===== config.mk =====
export PLATFORM = sky130hd
export DESIGN_NAME = command_sequencer
export DESIGN_NICKNAME = d
export VERILOG_FILES = /design/src/rtl/command_sequencer.sv
export SDC_FILE = /design/constraint.sdc
export NUM_CORES = 1
export LEC_CHECK = 0
export CORE_ASPECT_RATIO = 0.5
export CORE_UTILIZATION = 50
export CTS_CLUSTER_DIAMETER = 50
export CTS_CLUSTER_SIZE = 8
export DETAILED_ROUTE_END_ITERATION = 6
export PLACE_DENSITY = 0.8
export SLEW_MARGIN = 25
export SYNTH_ARGS = -nofsm -noshare
export SYNTH_HDL_FRONTEND = slang
export SYNTH_SLANG_ARGS = --single-unit

===== constraint.sdc =====
create_clock -name clk -period 3.3 [get_ports clk]
set_input_delay 0.66 -clock clk [delete_from_list [all_inputs] [get_ports clk]]
set_output_delay 0.66 -clock clk [all_outputs]
set_load 0.01 [all_outputs]

===== src/rtl/command_sequencer.sv =====
// command_sequencer: decodes UART command frames into register-file/ALU strobes
// and returns read data or a multi-word ALU result over a valid/ready handshake.
module command_sequencer #(
    parameter int DATA_WIDTH          = 8,
    parameter int REGISTER_FILE_DEPTH = 16,
    parameter int ALU_RESULT_WIDTH    = 16,
    parameter int TIMEOUT_CYCLES      = 1024,
    parameter int OPERAND_A_ADDR      = 0,
    parameter int OPERAND_B_ADDR      = 1
) (
    input  logic                                   clk,
    input  logic                                   reset,
    input  logic                                   rx_valid,
    input  logic [DATA_WIDTH-1:0]                  rx_data,
    input  logic                                   rf_read_data_valid,
    input  logic [DATA_WIDTH-1:0]                  rf_read_data,
    input  logic                                   alu_result_valid,
    input  logic [ALU_RESULT_WIDTH-1:0]            alu_result,
    input  logic                                   tx_ready,
    output logic                                   tx_valid,
    output logic [DATA_WIDTH-1:0]                  tx_data,
    output logic [$clog2(REGISTER_FILE_DEPTH)-1:0] rf_address,
    output logic                                   rf_write_en,
    output logic [DATA_WIDTH-1:0]                  rf_write_data,
    output logic                                   rf_read_en,
    output logic [3:0]                             alu_function,
    output logic                                   alu_en,
    output logic                                   alu_clk_en,
    output logic                                   busy,
    output logic                                   frame_error
);
    localparam int AW = $clog2(REGISTER_FILE_DEPTH);
    localparam int RESULT_WORDS = ALU_RESULT_WIDTH / DATA_WIDTH;
    localparam int CW = $clog2(RESULT_WORDS + 1);
    localparam int TW = $clog2(TIMEOUT_CYCLES);

    typedef enum logic [3:0] {
        IDLE, WR_ADDR, WR_DATA, RD_ADDR, RD_WAIT, OP_A, OP_B, ALU_FUNC, ALU_WAIT, TX_SEND
    } state_t;

    state_t                      state_q, state_d;
    logic [TW-1:0]               tmr_q, tmr_d;
    logic [AW-1:0]               addr_q, addr_d;
    logic [DATA_WIDTH-1:0]       wdata_q, wdata_d;
    logic [3:0]                  func_q, func_d;
    logic                        wr_q, wr_d, rd_q, rd_d, alu_q, alu_d, err_q, err_d;
    logic [ALU_RESULT_WIDTH-1:0] buf_q, buf_d;
    logic [CW-1:0]               rem_q, rem_d;
    logic                        bad_addr, counting, capture, timed_out;

    assign bad_addr  = 32'(rx_data) >= REGISTER_FILE_DEPTH;
    assign counting  = state_q != IDLE && state_q != TX_SEND;
    assign capture   = (state_q == RD_WAIT && rf_read_data_valid) ||
                       (state_q == ALU_WAIT && alu_result_valid);
    assign timed_out = counting && !rx_valid && !capture && tmr_q == TW'(TIMEOUT_CYCLES - 1);

    always_comb begin
        state_d = state_q;
        addr_d  = addr_q;
        wdata_d = wdata_q;
        func_d  = func_q;
        buf_d   = buf_q;
        rem_d   = rem_q;
        wr_d    = 1'b0;
        rd_d    = 1'b0;
        alu_d   = 1'b0;
        err_d   = 1'b0;
        case (state_q)
            IDLE: if (rx_valid) begin
                if (rx_data == DATA_WIDTH'('hAA)) state_d = WR_ADDR;
                else if (rx_data == DATA_WIDTH'('hBB)) state_d = RD_ADDR;
                else if (rx_data == DATA_WIDTH'('hCC)) state_d = OP_A;
                else if (rx_data == DATA_WIDTH'('hDD)) state_d = ALU_FUNC;
                else err_d = 1'b1;
            end
            WR_ADDR, RD_ADDR: if (rx_valid) begin
                if (bad_addr) begin
                    err_d   = 1'b1;
                    state_d = IDLE;
                end else begin
                    addr_d  = rx_data[AW-1:0];
                    rd_d    = state_q == RD_ADDR;
                    state_d = state_q == RD_ADDR ? RD_WAIT : WR_DATA;
                end
            end
            WR_DATA: if (rx_valid) begin
                wdata_d = rx_data;
                wr_d    = 1'b1;
                state_d = IDLE;
            end
            OP_A, OP_B: if (rx_valid) begin
                addr_d  = state_q == OP_A ? AW'(OPERAND_A_ADDR) : AW'(OPERAND_B_ADDR);
                wdata_d = rx_data;
                wr_d    = 1'b1;
                state_d = state_q == OP_A ? OP_B : ALU_FUNC;
            end
            ALU_FUNC: if (rx_valid) begin
                func_d  = rx_data[3:0];
                alu_d   = 1'b1;
                state_d = ALU_WAIT;
            end
            RD_WAIT: begin
                err_d = rx_valid;
                if (rf_read_data_valid) begin
                    buf_d   = ALU_RESULT_WIDTH'(rf_read_data);
                    rem_d   = CW'(1);
                    state_d = TX_SEND;
                end
            end
            ALU_WAIT: begin
                err_d = rx_valid;
                if (alu_result_valid) begin
                    buf_d   = alu_result;
                    rem_d   = CW'(RESULT_WORDS);
                    state_d = TX_SEND;
                end
            end
            TX_SEND: begin
                err_d = rx_valid;
                if (tx_ready) begin
                    // Shifting keeps the outgoing word at the bottom of the buffer.
                    buf_d   = buf_q >> DATA_WIDTH;
                    rem_d   = rem_q - CW'(1);
                    state_d = rem_q == CW'(1) ? IDLE : TX_SEND;
                end
            end
            default: state_d = IDLE;
        endcase
        if (timed_out) begin
            state_d = IDLE;
            err_d   = 1'b1;
        end
        tmr_d = (state_d != state_q || rx_valid) ? '0 : counting ? tmr_q + TW'(1) : tmr_q;
    end

    always_ff @(posedge clk or posedge reset) begin
        if (reset) begin
            state_q <= IDLE;
            tmr_q   <= '0;
            addr_q  <= '0;
            wdata_q <= '0;
            func_q  <= '0;
            buf_q   <= '0;
            rem_q   <= '0;
            wr_q    <= 1'b0;
            rd_q    <= 1'b0;
            alu_q   <= 1'b0;
            err_q   <= 1'b0;
        end else begin
            state_q <= state_d;
            tmr_q   <= tmr_d;
            addr_q  <= addr_d;
            wdata_q <= wdata_d;
            func_q  <= func_d;
            buf_q   <= buf_d;
            rem_q   <= rem_d;
            wr_q    <= wr_d;
            rd_q    <= rd_d;
            alu_q   <= alu_d;
            err_q   <= err_d;
        end
    end

    assign tx_valid      = state_q == TX_SEND;
    assign tx_data       = buf_q[DATA_WIDTH-1:0];
    assign rf_address    = addr_q;
    assign rf_write_en   = wr_q;
    assign rf_write_data = wdata_q;
    assign rf_read_en    = rd_q;
    assign alu_function  = func_q;
    assign alu_en        = alu_q;
    assign alu_clk_en    = state_q == ALU_FUNC || state_q == ALU_WAIT;
    assign busy          = state_q != IDLE;
    assign frame_error   = err_q;
endmodule


==> results of run 1 <==
[synthesized netlist by cell type, types with 5 or more instances]
cell type,number,share of area (%)
nand2_1,27,3.4
o21ai_0,23,3.8
a21oi_1,11,1.8
nor2b_1,8,1.7
nor3_1,15,2.5
xor2_1,10,2.9
inv_1,19,2.4
nand3_1,14,2.3
dfrtp_1,52,43
mux2_2,20,7.5
mux2i_1,8,2.7
nand4_1,8,1.7
clkbuf_1,5,0.63
nor2_1,10,1.3
buf_4,12,3.0
[sequential cells by signal, indices dropped and copies added (netlist names), 2 cells and up]
signal,flops
alu_function,4
buf_q,16
rem_q,2
rf_address,4
rf_write_data,8
state_q,4
tmr_q,10
[metrics by stage]
step	utilization (%)	hold WS [ns]	power, mW	cells
2_1_floorplan	-	0.482	1.81	309
3_3_place_gp	65.4	0.490	2.15	434
3_5_place_dp	65.4	0.496	2.21	434
4_1_cts	67.9	0.511	2.74	442
5_1_grt	67.9	0.528	2.89	442
6_report	67.9	0.509	2.72	442
[cells by family (layout without fill, tap and decap cells)]
kind of cell | after synthesis | after routing | share of synthesized area, %
buf+inv | 43 | 103 | 7.34
compound gates | 63 | 63 | 13.9
simple gates | 107 | 107 | 19.6
fa+ha+maj | 2 | 2 | 0.834
xor+xnor | 12 | 12 | 3.75
mux | 30 | 30 | 11.2
flops | 52 | 52 | 43.4
[routing by layer]
metal,wire [um],vias up
met5,0,-
li1,-,1215
met1,2980,1239
met2,3580,89
met4,80,0
met3,465,13
[power breakdown]
| group | leakage (nW) | switching, mW | internal (mW) |
|---|---|---|---|
| logic | 0.877 | 0.610 | 0.646 |
| clock network | 0.0671 | 0.233 | 0.283 |
| registers | 0.694 | 0.151 | 0.796 |
| total | 1.64 | 0.994 | 1.73 |
[area by class of cell]
cell class / count / area share, %
Multi-Input combinational cell: 214 / 38.6
Tap cell: 73 / 2.39
Clock buffer: 6 / 3.37
Inverter: 19 / 1.86
Clock inverter: 2 / 0.425
Sequential cell: 52 / 34.0
Timing Repair Buffer: 76 / 19.4
[layout by cell type (no fill, tap or decap), types with 3 or more instances in the layout]
cell	count
a21oi_1	11
nand2_1	27
a211oi_1	4
dfrtp_1	52
nor3_1	15
clkdlybuf4s50_1	68
clkbuf_16	5
inv_1	18
nand4_1	8
mux2i_1	8
xor2_1	10
nand3_1	14
nand2b_1	4
nor2b_1	8
o21ai_0	23
buf_4	8
mux2_2	20
a31o_2	3
nor2_1	10
a21oi_2	3
[how the worst max path moves through the flow]
| stage | endpoint | cells after the start | slack (ns) | from |
|---|---|---|---|---|
| 6_report | alu_clk_en | 3 | 0.46 | state_q[2]$_DFF_PP0_ |
| 5_1_grt | alu_clk_en | 3 | 0.35 | state_q[2]$_DFF_PP0_ |
| 4_1_cts | alu_clk_en | 3 | 0.47 | state_q[2]$_DFF_PP0_ |
| 3_5_place_dp | buf_q[12]$_DFFE_PP0P_ | 7 | 0.52 | rf_read_data_valid |
| 3_3_place_gp | buf_q[7]$_DFFE_PP0P_ | 5 | 0.63 | rf_read_data_valid |
| 2_1_floorplan | tmr_q[0]$_DFFE_PP0P_ | 5 | 1.32 | rx_valid |
[critical path: cells and delay by family, from the launching register on]
kind            cells  cell delay, ns
buf+inv             1            0.57
compound gates      1            0.17
simple gates        1            0.52
flops               1            0.63
==> impl_metrics.ini, run 1 <==
[floorplan]
die_area_um2 = 6330
floorplan.initialDensity_pct = 53.2
chip_width_um = 112
row_count = 19
core_area_um2 = 5630
die_h_um = 56.8
design.portCount = 69

[synth]
post_synthesis_instance_total = 309
synth-edff-count = 0
synth_seq_cells = 52
synthesis.area_per_instance_um2 = 9.71
synthesis.area_um2 = 3000
async_flop_share_pct = 100
syn_nets = 349
synth_sequential_area_ratio_pct = 43.4
yosysUniqueCellTypes = 57
yosys_most_used_dff = dfrtp_1
synth_warnings = 0

[timing]
max_clock_freq_mhz = 352
final.period_utilization_pct = 86.2
setup_violations = 0
timing.final.hold_violations = 0
worst_slew_margin_rel_pct = 49.8
finalMaxSlewViolations = 0
worst_pin_slew_ns = 0.752
setup-tns-final_ns = 0
layout_min_cycle_time_ns = 2.84
fin_skew_ns = 0.00544
final_critical_path_setup_slack_ns = 0.456
rsz0062_at_grt = no

[global_route]
grt_util_met1_pct = 29.1
busiest_layer = met2
first_pass_grt_wire_length_um = 12000
grt_pass1_vias = 2680
gr-usage-met3_pct = 6.37
grt_antenna_before_repair = 0
maximum_number_of_pins_on_one_net_before_global_route_repair = 26
global_route.usage.met2_pct = 42.1
grtUsageTotal_pct = 24.0
grt.overflow.total = 0

[finish]
layout.cell_area.non_filler_um2 = 3830
multiInputGateArea_um2 = 1480
insertedDiodeCount = 0
design.final.nets = 408
n_fill_cell = 449
layout_area_growth_over_synthesis_pct = 27.6
drive_gt1_share_pct = 14.1
register_area_um2 = 1300

[setup_path]
timing.reg2reg.setup_slack_ns = 0.72
worst-r2r-cell-count = 6
cp_data_required_time_ns = 2.64
critical-path-max-stage-delay_ns = 0.63
cp_data_arrival_time_ns = 2.18
critPathKind = reg2out
crit-reg2reg-launch = state_q[2]$_DFF_PP0_
path_cells = or3b_1 > o22ai_1 > clkdlybuf4s50_1
timing.critical_path.from_type = flop
worstReg2RegEnd = buf_q[12]$_DFFE_PP0P_
setup.worst_path.end_class = output port
cpMaxStageDelayCell = dfrtp_1
critical_path.max_fanout = 23

[hold_path]
worst_hold_path.endpoint = alu_function[0]$_DFFE_PP0P_
holdCritPathClass = reg2reg
min_delay_path_depth = 1
hold_path.startpoint = alu_function[0]$_DFFE_PP0P_

[routing]
count_of_nets_left_with_antenna_violations_after_detail_routing = 0
routed-via-count = 2556
first_iter_violations = 183
route.detailed.drc = 5
routed_wire_length_um = 7100
drt_pre_antenna_iters = 7
vias_per_cell = 5.78
routed_wire_length_per_instance_um = 16.1

[placed_design]
final_replace_weighted_congestion = 0.847
detailed_place_hpwl_um = 5100
placement.io_buffers = 68
placement.setup.worst_slack_ns = 0.521
post_dp_cell_area_um2 = 3680

[clock_network]
cts.path.max_buffers = 2
cts_tree = built
h_tree_levels = 2
worst_setup_hold_path_clk_slew_ns = 0.07
post-cts-setup-buffer-count = 0
numCtsBuffers = 5
cts_hold_buf = 0
clock-root-buffer = clkbuf_16
clkLatencyLatePin_ns = 0.29
clock_sinks = 52
cts.repair.resized = 0

[power]
peakVddDrop_mv = 0.416
powerDensity_nw_per_um2 = 711
p_leak_nw = 1.64

[run_status]
violations = design-rule violations
run_status = finished with violations

[run]
max_cap_violations = 0
Power figures use the tool's default switching activity.
==> inputs of run 2 (changes only) <==
TNS_END_PERCENT = 20   (was unset)
==> results of run 2 <==
Same layout as run 1: the final DEF is identical, and so are final timing and power.
==> inputs of run 3 (changes only) <==
SLEW_MARGIN = 10   (was 25)
==> results of run 3 <==
Same layout as run 1: the final DEF is identical, and so are final timing and power.
==> patch 1: new RTL, flow settings as in run 3 <==
Encoding of `state_t`: now one-hot (10 bits for 10 states).
--- a/src/rtl/command_sequencer.sv
+++ b/src/rtl/command_sequencer.sv
@@ -35,6 +35,6 @@
     localparam int TW = $clog2(TIMEOUT_CYCLES);
 
-    typedef enum logic [3:0] {
-        IDLE, WR_ADDR, WR_DATA, RD_ADDR, RD_WAIT, OP_A, OP_B, ALU_FUNC, ALU_WAIT, TX_SEND
+    typedef enum logic [9:0] {
+        IDLE = 10'b0000000001, WR_ADDR = 10'b0000000010, WR_DATA = 10'b0000000100, RD_ADDR = 10'b0000001000, RD_WAIT = 10'b0000010000, OP_A = 10'b0000100000, OP_B = 10'b0001000000, ALU_FUNC = 10'b0010000000, ALU_WAIT = 10'b0100000000, TX_SEND = 10'b1000000000
     } state_t;
 
Behaviour: same outputs for any inputs over 10 cycles, from zero or initial values and one cycle with reset high; not proved beyond that.
==> patch 1 against run 3 <==
- sequential cell count up 6
- synthesized cell count increased by 28%
- setup slack worse by 0.29 ns
- critical endpoint unchanged
- global-route usage grew 4.7 points
- highest routed layer unchanged
- wire length rose by 34%
- area after synthesis grew 15%
- design area up 20%
Power is not compared: it rests on default switching activity, and its combinational part moved more than twofold at a synthesized area within 25%.
==> patch 1: results (changes against run 3) <==
placement:
  gp_congestion: 0.920  # +8.6%
  place_inst: 536  # +24%
  dp_hpwl_mm: 6.83  # +34%
  post-place-ws_ns: 0.0862  # -0.434 ns
  placed_area_sq_mm: 0.00424  # +15%
  portBuffers: 68  # unchanged
drt:
  drtPass1Iterations: 5  # -2
  routed_wl_mm: 9.51  # +34%
  wl_met1_mm: 4.15  # +40%
  wl_met3_um: 777  # +67%
  vias: 3315  # +30%
  route.met2.wl_mm: 4.38  # +23%
  avgViaCountPerCell: 6.01  # +3.8%
  dr.first_iter.drc_count: 281  # +54%
logic_synthesis:
  synth_xor_area_share_pct: 4.05  # +0.29 points
  synth_mux_area_share_pct: 3.54  # -7.6 points
  netlist_top_cells_area: "dfrtp_1, o21ai_0, nor2_1"
  ys_seq_area_share_pct: 42.0  # -1.4 points
  synth_nets: 434  # +24%
  netlist_instances: 394  # +28%
  synth_cell_type_count: 58  # +1.8%
  synth-compound-area-share_pct: 17.4  # +3.5 points
  synth_common_cells: "dfrtp_1, nor2_1, nand2_1, o21ai_0, inv_1"
  synthAdderAreaFrac_pct: 0.723  # -0.11 points
setup_path:
  worstPathArrival_ns: 2.48  # +0.30 ns
  r2r_slack_ns: 0.27  # -0.45 ns
  cp_slowest_cell: "or4_1"
  rr_worst_depth: 7  # +1
  cp_top_family: "simple AND/OR/NAND/NOR gates"
  cpPeakStageDelay_ns: 0.70  # +0.07 ns
  reg2reg_to: "tmr_q[3]$_DFFE_PP0P_"
  startpoint: "state_q[0]$_DFF_PP1_"
  crit_fanout: 9  # -61%
grt:
  met1_usage_pct: 35.9  # +6.7 points
  grt_max_degree: 38  # +46%
  grt_pass1_wl_mm: 15.7  # +31%
  met3_usage_pct: 9.02  # +2.7 points
  track_usage_pct: 28.7  # +4.7 points
  grt.met2_usage_pct: 46.7  # +4.5 points
  grt_pass1_vias: 3204  # +20%
run_status:
  status: "complete, no violations"
clock_network:
  worstSkewPairLatency_ns: 0.34  # +0.05 ns
  ctsHtreeMaxLevel: 3  # +1
  numCtsBuffers: 9  # +4
  cts.clk_slew.worst_paths_ns: 0.05  # -0.02 ns
final_layout:
  layout-drive-gt1-share_pct: 12.1  # -2.0 points
  nNetsFinal: 499  # +22%
sta:
  layout_min_cycle_time_ns: 3.14  # +0.295 ns
  whs_ns: 0.485  # -0.0237 ns
  slew_violations: 0  # unchanged
  slew_headroom_pct: 39.9  # -9.9 points
  finClkSkew_ns: 0.00424  # -0.00120 ns
worst_hold_path:
  hold_path_depth: 2  # +1
  min_from: "rf_write_data[0]$_DFFE_PP0P_"
  whs_endpoint: "rf_write_data[0]$_DFFE_PP0P_"
  hold_class: "register to register"
[patch 1: changes by cell type in the layout (fill, tap and decap cells not counted), moves of 6 or more]
| cell | before | now |
|---|---|---|
| nor2_1 | 10 | 35 |
| a22oi_1 | 2 | 13 |
| buf_4 | 8 | 19 |
| mux2_2 | 20 | 9 |
| a31oi_1 | 2 | 10 |
| mux2i_1 | 8 | 1 |
| nor4_1 | 2 | 9 |
| xnor2_1 | 1 | 7 |
[patch 1: cell type report]
cell class / instances / area, sq um
fillers: 467 / 1780
repair buffers: 87 / 823
clock inverters: 5 / 103
multi-input cells: 281 / 1780
well taps: 88 / 110
flip-flops and latches: 58 / 1450
clock buffers: 11 / 233
inverters: 22 / 82.6
[patch 1: timing repair]
item	in CTS	in global routing
gates resized for setup	0	1
buffers inserted	0	0
setup endpoints to repair	0	1
==> patch 2: new RTL, flow settings as in run 3 <==
Without the edit above. The parameter `DATA_WIDTH` goes from 8 to 4.
--- a/src/rtl/command_sequencer.sv
+++ b/src/rtl/command_sequencer.sv
@@ -2,5 +2,5 @@
 // and returns read data or a multi-word ALU result over a valid/ready handshake.
 module command_sequencer #(
-    parameter int DATA_WIDTH          = 8,
+    parameter int DATA_WIDTH          = 4,
     parameter int REGISTER_FILE_DEPTH = 16,
     parameter int ALU_RESULT_WIDTH    = 16,
Interface: changed (resized rf_read_data, rf_write_data, rx_data and tx_data); port bits go from 69 to 53. No check against the original RTL was run, so the function may have changed too.
==> patch 2 against run 3 <==
- total power down 5.7%
- sequential share of layout area up 2.2 points
- core utilization decreased by 1.2 points
- cell count is 11% lower
- clock skew up 0.0054 ns
- wire length fell by 18%
- sequential cell count fell by 3
- combinational power decreased by 10%
- area after synthesis fell by 9.7%
- count of clock-buffer cells in the layout increased by 1
- highest routed layer unchanged
- synthesized cell count fell by 11%
- largest cell class unchanged
- setup slack lost 0.17 ns
- maximum frequency fell by 5.7%
- design area decreased by 12%
==> patch 2: results (changes against run 3) <==
drt:
  wl_met1_mm: 2.73  # -8.2%
  route.met2.wl_mm: 2.76  # -23%
  routed_wl_mm: 5.81  # -18%
  vias: 2226  # -13%
  routedWlPerCell_um: 14.8  # -8.0%
  dr.first_iter.drc_count: 116  # -37%
  routed.top_layer: "met4"
  wl_met3_um: 293  # -37%
  drtPass1Iterations: 4  # -3
final_layout:
  nNetsFinal: 355  # -13%
  layout-drive-gt1-share_pct: 14.2  # +0.15 points
  fill_cells: 409  # -8.9%
  fin_util_pct: 66.8  # -1.2 points
logic_synthesis:
  ys_seq_area_share_pct: 45.3  # +1.9 points
  netlist_top_cells_area: "dfrtp_1, mux2_2, a21oi_1"
  netlist_instances: 275  # -11%
  synth_cell_type_count: 48  # -16%
  synth_common_cells: "dfrtp_1, nor2_1, a21oi_1, nand2_1, o21ai_0"
  synth_nets: 308  # -12%
sta:
  finClkSkew_ns: 0.0108  # +0.00539 ns
  setup_slack_ns: 0.285  # -0.171 ns
  whs_ns: 0.487  # -0.0214 ns
  tightestPinTransition_ns: 0.995  # +0.243 ns
clock_network:
  cts_root_buffer: "clkbuf_8"
  cts.clk_slew.worst_paths_ns: 0.09  # +0.02 ns
setup_path:
  reg2reg_to: "tmr_q[0]$_DFFE_PP0P_"
  cp_top_family: "buffers and inverters"
  crit_fanout: 18  # -22%
  rr_startpoint: "state_q[1]$_DFF_PP0_"
  r2r_slack_ns: 0.59  # -0.13 ns
  startpoint: "state_q[0]$_DFF_PP0_"
grt:
  grt_pass1_wl_mm: 9.58  # -20%
  grt_max_degree: 50  # +92%
  track_usage_pct: 21.9  # -2.1 points
power_and_ir_drop:
  leakagePower_nw: 1.41  # -14%
  vdd_ir_drop_max_uv: 437  # +5.2%
placement:
  dp_hpwl_mm: 4.23  # -17%
  portBuffers: 52  # -24%
  placed_area_sq_mm: 0.00327  # -11%
  gp_congestion: 0.913  # +7.8%
  post-place-ws_ns: 0.297  # -0.223 ns
  place_inst: 385  # -11%
run_status:
  status: "complete, no violations"
-- patch 2: worst min path at each step --
stage / start / depth (start not counted) / endpoint
finish: buf_q[14]$_DFFE_PP0P_ / 1 / buf_q[14]$_DFFE_PP0P_
global route: buf_q[14]$_DFFE_PP0P_ / 1 / buf_q[14]$_DFFE_PP0P_
CTS: buf_q[14]$_DFFE_PP0P_ / 1 / buf_q[14]$_DFFE_PP0P_
detailed placement: buf_q[14]$_DFFE_PP0P_ / 1 / buf_q[14]$_DFFE_PP0P_
global placement: buf_q[14]$_DFFE_PP0P_ / 1 / buf_q[14]$_DFFE_PP0P_
floorplan: buf_q[12]$_DFFE_PP0P_ / 1 / buf_q[12]$_DFFE_PP0P_
-- patch 2: metal layers --
| metal | global-route usage [%] | vias to the layer above |
|---|---|---|
| li1 | - | 1067 |
| met1 | 28.5 | 1092 |
| met2 | 38.0 | 62 |
| met3 | 4.96 | 5 |
| met4 | 5.56 | 0 |
| met5 | 0 | - |
-- patch 2: cell families (layout without fill, tap and decap cells) --
family	count (synthesis)	in the layout	synth area share, %
buf+inv	25	73	4.81
simple gates	95	95	19.2
compound gates	73	73	18.3
fa+ha+maj	3	3	1.39
flops	49	49	45.3
mux	17	17	6.84
xor+xnor	13	13	4.21
-- patch 2: area by class of cell --
cell class	instances	share of cell area, %
Tap cell	70	2.59
Multi-Input combinational cell	201	40.1
Inverter	6	0.666
Timing Repair Buffer	59	16.9
Clock buffer	7	2.55
Sequential cell	49	36.2
Clock inverter	1	0.888
-- patch 2: report_power, final --
group	internal, mW	total, mW	switching (mW)
registers	0.803	0.992	0.189
clock network	0.247	0.444	0.197
logic	0.576	1.13	0.553
total	1.63	2.56	0.938
